### src/rtl/mod_dds_sum.sv
// -----------------------------------------------------------------------------
// mod_dds_sum
//
// Sums NCH two's-complement DDS channel samples through a registered binary
// adder tree, then rounds, shifts, and saturates or wraps the result to a B-bit
// output sample. A sticky overflow flag and a saturating overflow counter
// report output samples that did not fit in B bits.
//
// Pipeline (latency LOG2N + 2 cycles, the same for data and valid):
//   stage 0          : per-channel enable gating and sign extension to BA bits
//   stages 1..LOG2N  : pairwise adder tree, reducing NCH terms to one sum
//   output register  : round, shift, overflow detection, saturate or wrap
//
// Ports
//   m_axis_aclk     in   1      clock; all logic on the rising edge
//   m_axis_aresetn  in   1      synchronous active-low reset
//   din             in   NCH*B  packed samples, channel k at [k*B +: B]
//   din_valid       in   1      qualifies din; there is no backpressure
//   EN_REG          in   NCH    per-channel enable (0 drops that channel)
//   QSEL_REG        in   4      right-shift amount, clamped to LOG2N
//   RND_REG         in   1      1 = round half up before the shift, 0 = truncate
//   SAT_REG         in   1      1 = saturate to B bits, 0 = wrap
//   CLR_REG         in   1      one-cycle pulse clearing the overflow status
//   m_axis_tvalid   out  1      output sample valid
//   m_axis_tdata    out  B      quantized sum; holds its value between valids
//   ovf_flag        out  1      sticky overflow indicator
//   ovf_cnt         out  16     overflowing valid outputs, saturates at 0xFFFF
// -----------------------------------------------------------------------------
module mod_dds_sum #(
   parameter int NCH = 16,
   parameter int B   = 16
) (
   input  logic               m_axis_aclk,
   input  logic               m_axis_aresetn,
   input  logic [NCH*B-1:0]   din,
   input  logic               din_valid,
   input  logic [NCH-1:0]     EN_REG,
   input  logic [3:0]         QSEL_REG,
   input  logic               RND_REG,
   input  logic               SAT_REG,
   input  logic               CLR_REG,
   output logic               m_axis_tvalid,
   output logic [B-1:0]       m_axis_tdata,
   output logic               ovf_flag,
   output logic [15:0]        ovf_cnt
);

   localparam int LOG2N = $clog2(NCH);
   localparam int BA    = B + LOG2N;
   // Tree nodes stored level by level: leaves at 0..NCH-1, root at NODES-1.
   localparam int NODES = 2 * NCH - 1;
   localparam logic [3:0] SMAX = 4'(LOG2N);

   // Largest and smallest B-bit values, sign-extended to the rounding width.
   localparam logic signed [BA:0] MAXV = {{(LOG2N + 2){1'b0}}, {(B - 1){1'b1}}};
   localparam logic signed [BA:0] MINV = {{(LOG2N + 2){1'b1}}, {(B - 1){1'b0}}};

   logic signed [BA-1:0] tree_p [NODES];
   logic [LOG2N:0]       vld_p;

   logic [3:0]           s_eff;
   logic signed [BA:0]   sum_rnd;
   logic signed [BA:0]   sum_q;
   logic                 sample_ovf;
   logic [B-1:0]         q_out;

   // Adds half an output LSB when rounding is on and the shift is non-zero.
   // One extra bit of headroom keeps the addition from wrapping.
   function automatic logic signed [BA:0] round_add(
      input logic signed [BA-1:0] x,
      input logic [3:0]           s,
      input logic                 rnd
   );
      logic signed [BA:0] half;
      half = '0;
      if (rnd && (s != 4'd0))
         half = $signed((BA + 1)'(1) << (s - 4'd1));
      return $signed({x[BA-1], x}) + half;
   endfunction

   function automatic logic is_ovf(input logic signed [BA:0] q);
      return (q > MAXV) || (q < MINV);
   endfunction

   // Clamp to the nearer B-bit bound when saturating; otherwise keep low bits.
   function automatic logic [B-1:0] quantize(
      input logic signed [BA:0] q,
      input logic               sat
   );
      logic [B-1:0] res;
      res = q[B-1:0];
      if (sat) begin
         if (q > MAXV)
            res = MAXV[B-1:0];
         else if (q < MINV)
            res = MINV[B-1:0];
      end
      return res;
   endfunction

   // ---- stage 0: enable gating and sign extension ----
   for (genvar k = 0; k < NCH; k++) begin : g_ch
      always_ff @(posedge m_axis_aclk) begin
         if (!m_axis_aresetn)
            tree_p[k] <= '0;
         else if (EN_REG[k])
            tree_p[k] <= {{LOG2N{din[k*B + B - 1]}}, din[k*B +: B]};
         else
            tree_p[k] <= '0;
      end
   end

   // The valid bit shifts through stage 0 and every adder level every cycle,
   // whether or not the sample it describes is valid.
   always_ff @(posedge m_axis_aclk) begin
      if (!m_axis_aresetn)
         vld_p <= '0;
      else
         vld_p <= {vld_p[LOG2N-1:0], din_valid};
   end

   // ---- stages 1..LOG2N: pairwise adder tree ----
   // Each level grows by one bit of headroom in aggregate, so a BA-bit
   // accumulator holds the full sum of NCH B-bit terms without overflow.
   for (genvar lv = 1; lv <= LOG2N; lv++) begin : g_lvl
      localparam int OFF_IN  = 2 * NCH - 2 * (NCH >> (lv - 1));
      localparam int OFF_OUT = 2 * NCH - 2 * (NCH >> lv);
      for (genvar i = 0; i < (NCH >> lv); i++) begin : g_add
         always_ff @(posedge m_axis_aclk) begin
            if (!m_axis_aresetn)
               tree_p[OFF_OUT + i] <= '0;
            else
               tree_p[OFF_OUT + i] <= tree_p[OFF_IN + 2*i] + tree_p[OFF_IN + 2*i + 1];
         end
      end
   end

   // ---- output stage: round, shift, overflow detect, quantize ----
   // QSEL/RND/SAT act on whichever sample sits at the tree root this cycle.
   always_comb begin
      s_eff      = (QSEL_REG > SMAX) ? SMAX : QSEL_REG;
      sum_rnd    = round_add(tree_p[NODES-1], s_eff, RND_REG);
      sum_q      = sum_rnd >>> s_eff;
      sample_ovf = vld_p[LOG2N] && is_ovf(sum_q);
      q_out      = quantize(sum_q, SAT_REG);
   end

   always_ff @(posedge m_axis_aclk) begin
      if (!m_axis_aresetn) begin
         m_axis_tvalid <= 1'b0;
         m_axis_tdata  <= '0;
      end else begin
         m_axis_tvalid <= vld_p[LOG2N];
         if (vld_p[LOG2N])
            m_axis_tdata <= q_out;
      end
   end

   // A clear coinciding with an overflow leaves that overflow recorded,
   // so no event is lost across the clear.
   always_ff @(posedge m_axis_aclk) begin
      if (!m_axis_aresetn) begin
         ovf_flag <= 1'b0;
         ovf_cnt  <= '0;
      end else if (CLR_REG) begin
         ovf_flag <= sample_ovf;
         ovf_cnt  <= sample_ovf ? 16'd1 : 16'd0;
      end else if (sample_ovf) begin
         ovf_flag <= 1'b1;
         if (ovf_cnt != 16'hFFFF)
            ovf_cnt <= ovf_cnt + 16'd1;
      end
   end

endmodule
### config.mk
export PLATFORM = sky130hd
export DESIGN_NAME = mod_dds_sum
export DESIGN_NICKNAME = d
export VERILOG_FILES = /design/src/rtl/mod_dds_sum.sv
export SDC_FILE = /design/constraint.sdc
export NUM_CORES = 1
export LEC_CHECK = 0
export CORE_MARGIN = 3
export CORE_UTILIZATION = 60
export DETAILED_ROUTE_END_ITERATION = 12
export PLACE_DENSITY_LB_ADDON = 0.05
export SYNTH_ARGS = -nofsm -noshare
export SYNTH_HDL_FRONTEND = slang
export SYNTH_SLANG_ARGS = --single-unit
### constraint.sdc
create_clock -name m_axis_aclk -period 9.4 [get_ports m_axis_aclk]
set_input_delay 2.82 -clock m_axis_aclk [delete_from_list [all_inputs] [get_ports m_axis_aclk]]
set_output_delay 2.82 -clock m_axis_aclk [all_outputs]
set_load 0.03 [all_outputs]
* Yosys cells after proc, flatten, opt, wreduce, memory -nomap -nowiden *
Memory sizes are Yosys's and may differ from the RTL's.
Cells that the tools add are included.

operators by class
  add/subtract/negate cells = 18
  multiply operators = 0
  div/mod/pow operators = 0
  order comparisons = 3
  equal/unequal tests = 1
  shift operators = 2
  muxes and demuxes = 156
  bitwise gates (word level) = 47
  reduce and logical (&&, ||, !) cells = 7

operators with widths
  kind                                                   number
  two-way mux 20 bit                                     47
  adder 20 bit                                           15
  two-way mux 1 bit                                      101
  two-way mux 16 bit                                     6
  OR 1 bit                                               47
  adder 20 x 21 -> 21 bit                                1
  > comparator 21 x 16 -> 1 bit (second input constant)  1
  < comparator 21 x 16 -> 1 bit (second input constant)  1
  two-way mux 21 bit                                     1
  left shift 1 x 4 -> 21 bit (first input constant)      1
  >>> shifter 21 x 4 -> 21 bit                           1
  adder 16 x 1 -> 16 bit (second input constant)         1
  inequality test 16 bit (second input constant)         1
  > comparator 4 x 3 -> 1 bit (second input constant)    1
  two-way mux 4 bit                                      1
  nonzero test 2 bit                                     2
  nonzero test 4 bit                                     1
  subtractor 4 x 1 -> 4 bit (second input constant)      1
  logical AND 1 bit                                      2
  AND reduction 2 bit                                    1
  logical OR 1 bit                                       1

word-level totals
  bits in registers = 39
  bits in latches = 0
  memory bits (writable) = 620
  ROM bits = 0
  input port bits = 282
  output and inout port bits = 34
  logic and storage cells = 240
  memories = 1

memories
  memory  depth  bits a word  rd ports  clocked after Yosys merged registers in  wr ports  RTL line  text
  tree_p  31     20           31        0                                        31        58        logic signed [BA-1:0] tree_p [NODES];

* Longest topological paths before layout *
Gate-level depths: netlist of the first run.

  depth after elaboration = 12
  mapped depth = 18
  depth with buffers taken out = 16

* Worst setup path after synthesis of the first run *
Ideal clock, no wire load.

  kind = in2reg
  start point = input port QSEL_REG[1]
  end point = register ovf_cnt[2]
  setup time = 0.070 ns
  arrival = 6.705 ns
  data required time = 9.330 ns
  slack = 2.625 ns
  stages = 18
  path buffers = 4
  path through = clkbuf_1 > clkbuf_1 > clkbuf_1 > nor2_1 > ha_1 > fa_1 > a211oi_2 > o211ai_2 > a41o_4 > a211o_1 > a31oi_1 > a31oi_1 > a32oi_1 > a22o_2 > a21oi_2 > buf_6 > or4_1 > a21oi_1

on the way
  cells in the longest elaborated chain, start to end = 12
  elaborated cells between the ends (all ways) = 15
  classes of those cells = add/sub: 2; order compare: 3; shift: 2; mux: 2; reduce/logical: 6

ends and longest elaborated chain
  element                                                                         RTL line  text
  start, declared                                                                 38        input logic [3:0] QSEL_REG,
  > comparator 4 x 3 -> 1 bit                                                     141       s_eff = (QSEL_REG > SMAX) ? SMAX : QSEL_REG;
  two-way mux 4 bit (*)                                                           141
  subtractor 4 x 1 -> 4 bit or nonzero test 4 bit (tied branches)                 77, 76
  left shift 1 x 4 -> 21 bit or logical AND 1 bit (tied branches)                 77, 76
  two-way mux 21 bit                                                              76        if (rnd && (s != 4'd0))
  adder 20 x 21 -> 21 bit                                                         78        return $signed({x[BA-1], x}) + half;
  >>> shifter 21 x 4 -> 21 bit (*)                                                143       sum_q = sum_rnd >>> s_eff;
  > comparator 21 x 16 -> 1 bit or < comparator 21 x 16 -> 1 bit (tied branches)  82        return (q > MAXV) || (q < MINV);
  logical OR 1 bit (*)                                                            82
  logical AND 1 bit (*)                                                           144       sample_ovf = vld_p[LOG2N] && is_ovf(sum_q);
  nonzero test 2 bit (no source line) (*)                                         --
  AND reduction 2 bit (no source line) (*)                                        --
  end signal, assigned                                                            167       ovf_cnt <= sample_ovf ? 16'd1 : 16'd0;
  end signal, assigned                                                            171       ovf_cnt <= ovf_cnt + 16'd1;
  end, declared                                                                   45        output logic [15:0] ovf_cnt

Mark *: on every way between the ends. The rest lies on a longest branch, timed or not.
A chain may end at the register's enable or synchronous reset.

* Worst setup path in the final report of the first run *
  start point = input port QSEL_REG[1]
  end point = register ovf_cnt[7]

Same word-level chain as after synthesis.

==> impl_results.md, run 1 <==
- Post-synth EDFFs: between 200 and 300
- Worst VDD drop: between 0.15 and 0.2 mV
- Commonest non-fill, non-tap cell in the layout: dfxtp_1
- Yosys top cell area share: between 20% and 30%
- Ports: between 300 and 400
- FMAX: between 0.15 and 0.2 GHz
- Hold_buf cts: 0
- Min-Delay Path Class: flip-flop to flip-flop
- Sequential power share: between 40 and 50%
- Final period utilization: 70.4%
- Slowest cell on crit path: a21oi_1
- Largest net degree at the start of global routing: roughly 210
- Main synth FF type: dfxtp_1
- Crit-path leading delay family: compound AO/OA/AOI/OAI gates
- Critical path data required time: around 10 ns
- Max-slew headroom: 11.1%
- M1 GR Usage: 33.4%
- Worst-skew pair later-pin latency: roughly 0.64 ns
- Clk pwr share: between 30% and 40%
- #FFs+latches synth: 595
- Final core occ: between 70% and 80%
- Comb pwr share: between 20 and 30%
- First-pass GRT wire length: between 100 and 150 mm
- RSZ-0062 raised after global routing: no
- 1st-pass router iterations: 6
- Switching Fraction: a little under a third
- Clock Skews: 0.0215 ns
- GR Util met2: between 40% and 50%
- Final WL: 72.2 mm
- FP Rows: a little over 80
- Cell taking the most area after synthesis: edfxtp_1
- GRT Total Usage: 25.6%
- Slew @ Worst Pin: 1.33 ns
- Gr busiest metal: met2
- # fillers: 3690
- Number of global-route vias before repair: 24200
- Die Span Y: 235 µm
- Synth cell types: 74
- Post-CTS Setup Inserts: 0
- Final antenna-violating net count: 0
- DRC Markers: 0
- Most frequent cells in the layout: dfxtp_1, clkdlybuf4s50_1, and3_1, ha_1, conb_1
- GRT overflow: 0
- Final setup vio count: 0
- Final Slew Violations: 0
- DIE WIDTH: approximately 230 µm
- CP Data Arrival Time: 7.14 ns
- Routed vias: roughly 24000
- Pwr Density: about 210 nW/µm²
- Die ar.: between 50000 and 60000 µm²
- Post-Syn Area: 31400 µm²
- Cells after Synth: ~3100
- Setup TNS: 0 ns
- Antenna violations before repair: 1
- WS Path Type: input port to flip-flop
- CP Max Fanout: 35
- Post-CTS resize count: 0
- Area grow syn2layout: 21.4%
- CORE AREA: around 52000 µm²
- Area contributors post-synth: edfxtp_1, dfxtp_1, ha_1, and3_1, xnor2_1
- Delay of the slowest critical-path stage: ~0.56 ns
- Share of layout cells above drive strength 1: 3.67%
- Via-to-Cell Ratio: between 5 and 6
- CTS tree: built
- GP Congestion: about 0.9
- Max-cap viol count: 0
- Post-DP HPWL: 54.2 mm
- CTS Buf Count: about 60
- P_leak: 0.0166 µW
- Startpoint Class: input port
- Port bufs: roughly 320
- Crit end category: flip-flop
- Yosys Warn Count: 0
- Cell Chain, Critical Path: clkdlybuf4s50_1, buf_4, nand3_1, nor2_1, ha_1, a211oi_1, o211ai_2, and3_1, o21a_1, o211ai_1, a31oi_1, nor3_1, a211oi_4, a21oi_1, a21oi_1, mux2i_1
- Status: complete, no violations
- Mapped Avg Cell Area: between 10 and 15 µm²
- GRT met3 Usage: around 3.5%
- Layout net count: approximately 4200
- Longest Clk Path Bufs: 3
- Internal Pwr Total: between 5000 and 6000 µW
- Clk pin slew, worst setup/hold paths: around 0.06 ns
- Initial DRC count: about 1500
- Seq/Total Area, Yosys: between 40% and 50%
- Tmin final: 6.62 ns
- Async SR Flop Fraction: 0%
- WL/cell: roughly 17 µm
- H-tree levels: 2
- Clk sink count: between 500 and 600
- Top cell by count, worst path: a21oi_1
- Buf+Inv Stages, Crit Path: 2
- NetSw: roughly 2500 µW
- Initial Util: between 60 and 70%
- CTS Root Cell: clkbuf_16
- Endpoints failing hold: 0
==> worst register-to-register path: cells and delay by family (launching register included) <==
kind	cells	cell delay, ns
flip-flops	1	0.34
adder cells (fa/ha/maj)	2	0.71
multiplexers	1	0.15
AND/OR/NAND/NOR	2	0.50
AO/OA/AOI/OAI	8	2.10
==> flip-flops by register name, summed over array words and instances (netlist names) <==
register	cells
m_axis_tdata	16
m_axis_tvalid	1
ovf_cnt	16
ovf_flag	1
tree_p	556
vld_p	5
==> routing by layer <==
layer	part of all wire [%]	vias to the layer above
li1	-	12000
met1	44	11300
met2	49	619
met3	4.7	132
met4	2.3	0
met5	0	-
==> final timing paths <==
check / startpoint / end / slack [ns] / cells after the start
max: QSEL_REG[1] / ovf_cnt[7] / 2.78 / 16
min: vld_p[0] / vld_p[1] / 0.44 / 1
min reg2reg: vld_p[0] / vld_p[1] / 0.44 / 1
max reg2reg: tree_p[1][280] / ovf_cnt[7] / 5.50 / 13
==> power groups by stage <==
stage	logic, µW	registers [µW]	clock network [µW]
2_1_floorplan	1750	3210	0
3_3_place_gp	2210	3300	0
3_5_place_dp	2280	3300	0
4_1_cts	2310	3250	2450
5_1_grt	2610	3280	2550
6_report	2330	3250	2410
==> layout make-up <==
class                      count  area [µm²]  share of cell area, %
tap                          680         851                   2.23
timing repair buffer         321        3220                   8.45
clock inverter                27         188                  0.493
clock buffer                  89        1850                   4.87
inverter                     124         465                   1.22
antenna                        1        2.50                0.00657
multi-input combinational   2518       17000                   44.7
sequential                   595       14500                   38.0
==> cell usage after synthesis, types with 31 or more instances <==
cell type	count
xnor2_1	132
and2_1	167
a21boi_0	32
nor2_1	137
a21o_1	36
and3_1	289
ha_1	278
o21ai_0	153
nor2b_1	76
nand2_1	140
nand2b_1	52
o21a_1	31
dfxtp_1	339
a21oi_1	159
nand3_1	60
a211oi_1	31
clkbuf_1	97
inv_1	124
edfxtp_1	256
or3_1	33
nor3_1	75
nor3b_1	58
==> cell families (layout without fill, tap and decap cells) <==
group           after synthesis  count (layout)  synth area share (%)
flops                       595             595                  46.2
buf+inv                     227             561                  2.75
xor+xnor                    162             162                  4.55
mux                          20              20                 0.638
other cells                   2             269                0.0239
fa+ha+maj                   294             294                  12.1
compound gates              633             633                  13.3
simple gates               1141            1141                  20.4
==> per-stage QoR <==
| step | hold slack (ns) | cell area (µm²) | setup WS [ns] | instances | power [µW] |
|---|---|---|---|---|---|
| global placement | 0.421 | 36000 | 2.20 | 4238 | 5500 |
| detailed placement | 0.425 | 36000 | 2.16 | 4238 | 5580 |
| global route | 0.450 | 38100 | 2.39 | 4355 | 8440 |
| floorplan | 0.412 | 32400 | 2.63 | 3340 | 4950 |
| finish | 0.439 | 38100 | 2.78 | 4355 | 7980 |
| CTS | 0.442 | 38100 | 2.80 | 4354 | 8000 |
No activity file was read; power rests on OpenSTA's default activity.
==> run 2, diff against run 1 <==
--- a/config.mk
+++ b/config.mk
@@ -6,7 +6,7 @@
 export NUM_CORES = 1
 export LEC_CHECK = 0
 export CORE_MARGIN = 3
-export CORE_UTILIZATION = 60
+export CORE_UTILIZATION = 52
 export DETAILED_ROUTE_END_ITERATION = 12
 export PLACE_DENSITY_LB_ADDON = 0.05
 export SYNTH_ARGS = -nofsm -noshare
==> constraint.sdc (replaced) <==
create_clock -name m_axis_aclk -period 5.8 [get_ports m_axis_aclk]
set_input_delay 1.74 -clock m_axis_aclk [delete_from_list [all_inputs] [get_ports m_axis_aclk]]
set_output_delay 1.74 -clock m_axis_aclk [all_outputs]
set_load 0.03 [all_outputs]
==> run 2 against run 1 <==
Die area rose by 15%. Power rose by 67%. Cell area rose by 1.2%. Sequential power rose by 62%. Register-to-register slack got worse by 3.4 ns. Clock power rose by 77%. Highest routed layer unchanged.
==> impl_results.md, run 2 (same netlist as run 1, synthesis figures left out) <==
- H-tree levels: 3
- CTS tree: built
- # fillers: around 4800
- Post-CTS Setup Inserts: 0
- Worst R2R End: ovf_cnt[8]
- Pwr Density: between 300 and 400 nW/µm²
- Placed Cells: between 4000 and 5000
- Final antenna-violating net count: 0
- WS Path Type: input port to flip-flop
- Hold_buf cts: 0
- Layout net count: approximately 4200
- Initial DRC count: approximately 1100
- DP Area: 36200 µm²
- Number of flip-flops in the largest register: ~560
- Worst VDD drop: 0.234 mV
- GRT Total Usage: between 20 and 25%
- Critical path data required time: approximately 6.3 ns
- Ports: about 320
- Hold_sp: vld_p[1]
- 1st-pass router iterations: 5
- Clk pwr share: between 30 and 40%
- FMAX: 0.188 GHz
- Die Span Y: roughly 250 µm
- Fin area: between 30000 and 40000 µm²
- GRT overflow: 0
- Final period utilization: roughly nine tenths
- DIE WIDTH: roughly 250 µm
- RSZ-0062 raised after global routing: no
- Via-to-Cell Ratio: 5.32
- Clk pin slew, worst setup/hold paths: ~0.060 ns
- Final setup vio count: 0
- Hold WS: around 0.44 ns
- Port bufs: 315
- WL/cell: approximately 16 µm
- Share of layout cells above drive strength 1: roughly 4.2%
- Min-Delay Path Class: flip-flop to flip-flop
- Worst-skew pair later-pin latency: approximately 0.59 ns
- Worst-case reg-to-reg path depth: 13
- Slew @ Worst Pin: about 1.2 ns
- Place WS: -0.0824 ns
- WHS Endpoint: vld_p[2]
- Number of global-route vias before repair: 24100
- NetSw: around 4000 µW
- Startpoint Class: input port
- Antenna violations before repair: 2
- First-pass GRT wire length: 116 mm
- Worst setup margin: between 0.4 and 0.5 ns
- DRC Markers: 0
- Post-CTS resize count: 0
- Most frequent cells in the layout: dfxtp_1, clkdlybuf4s50_1, and3_1, ha_1, conb_1
- Switching Fraction: 29.9%
- Internal Pwr Total: 9330 µW
- Initial Util: 52.8%
- Longest Clk Path Bufs: 3
- Area grow syn2layout: 22.8%
- Reg-to-reg startpoint: tree_p[1][280]
- Commonest non-fill, non-tap cell in the layout: dfxtp_1
- Seq. cell area: about 14000 µm²
- Endpoints failing hold: 0
- CTS Root Cell: clkbuf_16
- Largest net degree at the start of global routing: about 170
- Max-cap viol count: 0
- FP Rows: slightly below 90
- Final WL: between 70 and 80 mm
- Final Instance Count excl. Fillers: around 4500
- Top flop regs: tree_p (556), m_axis_tdata (16), ovf_cnt (16)
- Comb pwr share: 28.4%
- CP Max Fanout: 14
- Post-DP HPWL: roughly 54 mm
- Clk sink count: ~600
- Reg2reg setup slack: around 2.1 ns
- Final Slew Violations: 0
- Area of the multi-input gates: 17000 µm²
- Status: complete, no violations
- Tmin final: 5.33 ns
- Clock Skews: 0.0192 ns
- Die ar.: 63300 µm²
- CP Data Arrival Time: roughly 5.8 ns
- Sequential power share: 39.5%
- Routed vias: approximately 24000
- Max-slew headroom: a little over a fifth
- Hold Path Depth: 1
- Setup TNS: 0 ns
- Register with the most flip-flops: tree_p
- GP Congestion: just over 0.8
- CTS Buf Count: 67
- P_leak: around 0.017 µW
- CORE AREA: between 50000 and 60000 µm²
- Crit end category: flip-flop
## run 2: changes by cell type in the layout (fill, tap and decap cells not counted), sizes merged
cell    delta
clkinv     -3
bufinv     +2
inv        -6
clkbuf    +12
buf       +10
diode      +1
## run 2: per-stage QoR
stage	utilization, %	power [µW]
finish	64.9	13300
global route	64.9	14100
CTS	64.9	13400
detailed placement	61.1	9060
global placement	61.1	8980
floorplan	-	8030
## run 2: final cells by class
class,instances,area share (%)
Clock buffer,101,5.49
Clock inverter,20,0.419
Antenna cell,2,0.0130
Tap cell,773,2.51
Timing Repair Buffer,331,8.61
Sequential cell,595,37.6
Multi-Input combinational cell,2518,44.2
Inverter,124,1.21
## run 2: how the worst max path moves through the flow
stage,endpoint,cells after the start,startpoint,slack [ns]
2_1_floorplan,ovf_cnt[2],18,QSEL_REG[1],0.11
3_3_place_gp,ovf_cnt[8],16,QSEL_REG[3],-0.02
3_5_place_dp,ovf_cnt[11],16,QSEL_REG[3],-0.08
4_1_cts,ovf_cnt[11],16,QSEL_REG[3],0.52
5_1_grt,ovf_cnt[8],16,QSEL_REG[3],0.14
6_report,ovf_cnt[8],16,QSEL_REG[3],0.47
## run 2: power by group through the flow
stage | Combinational (µW) | Sequential (µW) | Clock [µW]
6_report | 3780 | 5250 | 4270
3_5_place_dp | 3710 | 5340 | 0
5_1_grt | 4270 | 5300 | 4540
3_3_place_gp | 3640 | 5340 | 0
4_1_cts | 3750 | 5260 | 4380
2_1_floorplan | 2830 | 5190 | 0
## run 2: layer usage
layer	wire length [µm]	vias up	GRT usage (%)
li1	-	12100	-
met1	32700	11200	29.2
met2	34100	381	38.6
met3	2440	108	3.05
met4	1830	0	7.04
met5	0	-	0
## run 2: critical path, cell delays in order
cell             delay (ns)
clkdlybuf4s50_1        0.42
nor2_1                 0.26
nand3_1                0.15
nor2_1                 0.21
ha_1                   0.29
a211oi_1               0.33
o211ai_2               0.17
and3_1                 0.22
o21a_1                 0.23
o211ai_1               0.29
a31oi_1                0.22
nor3_1                 0.36
a211oi_4               0.12
a21oi_2                0.48
nor4b_2                0.13
mux2i_1                0.15
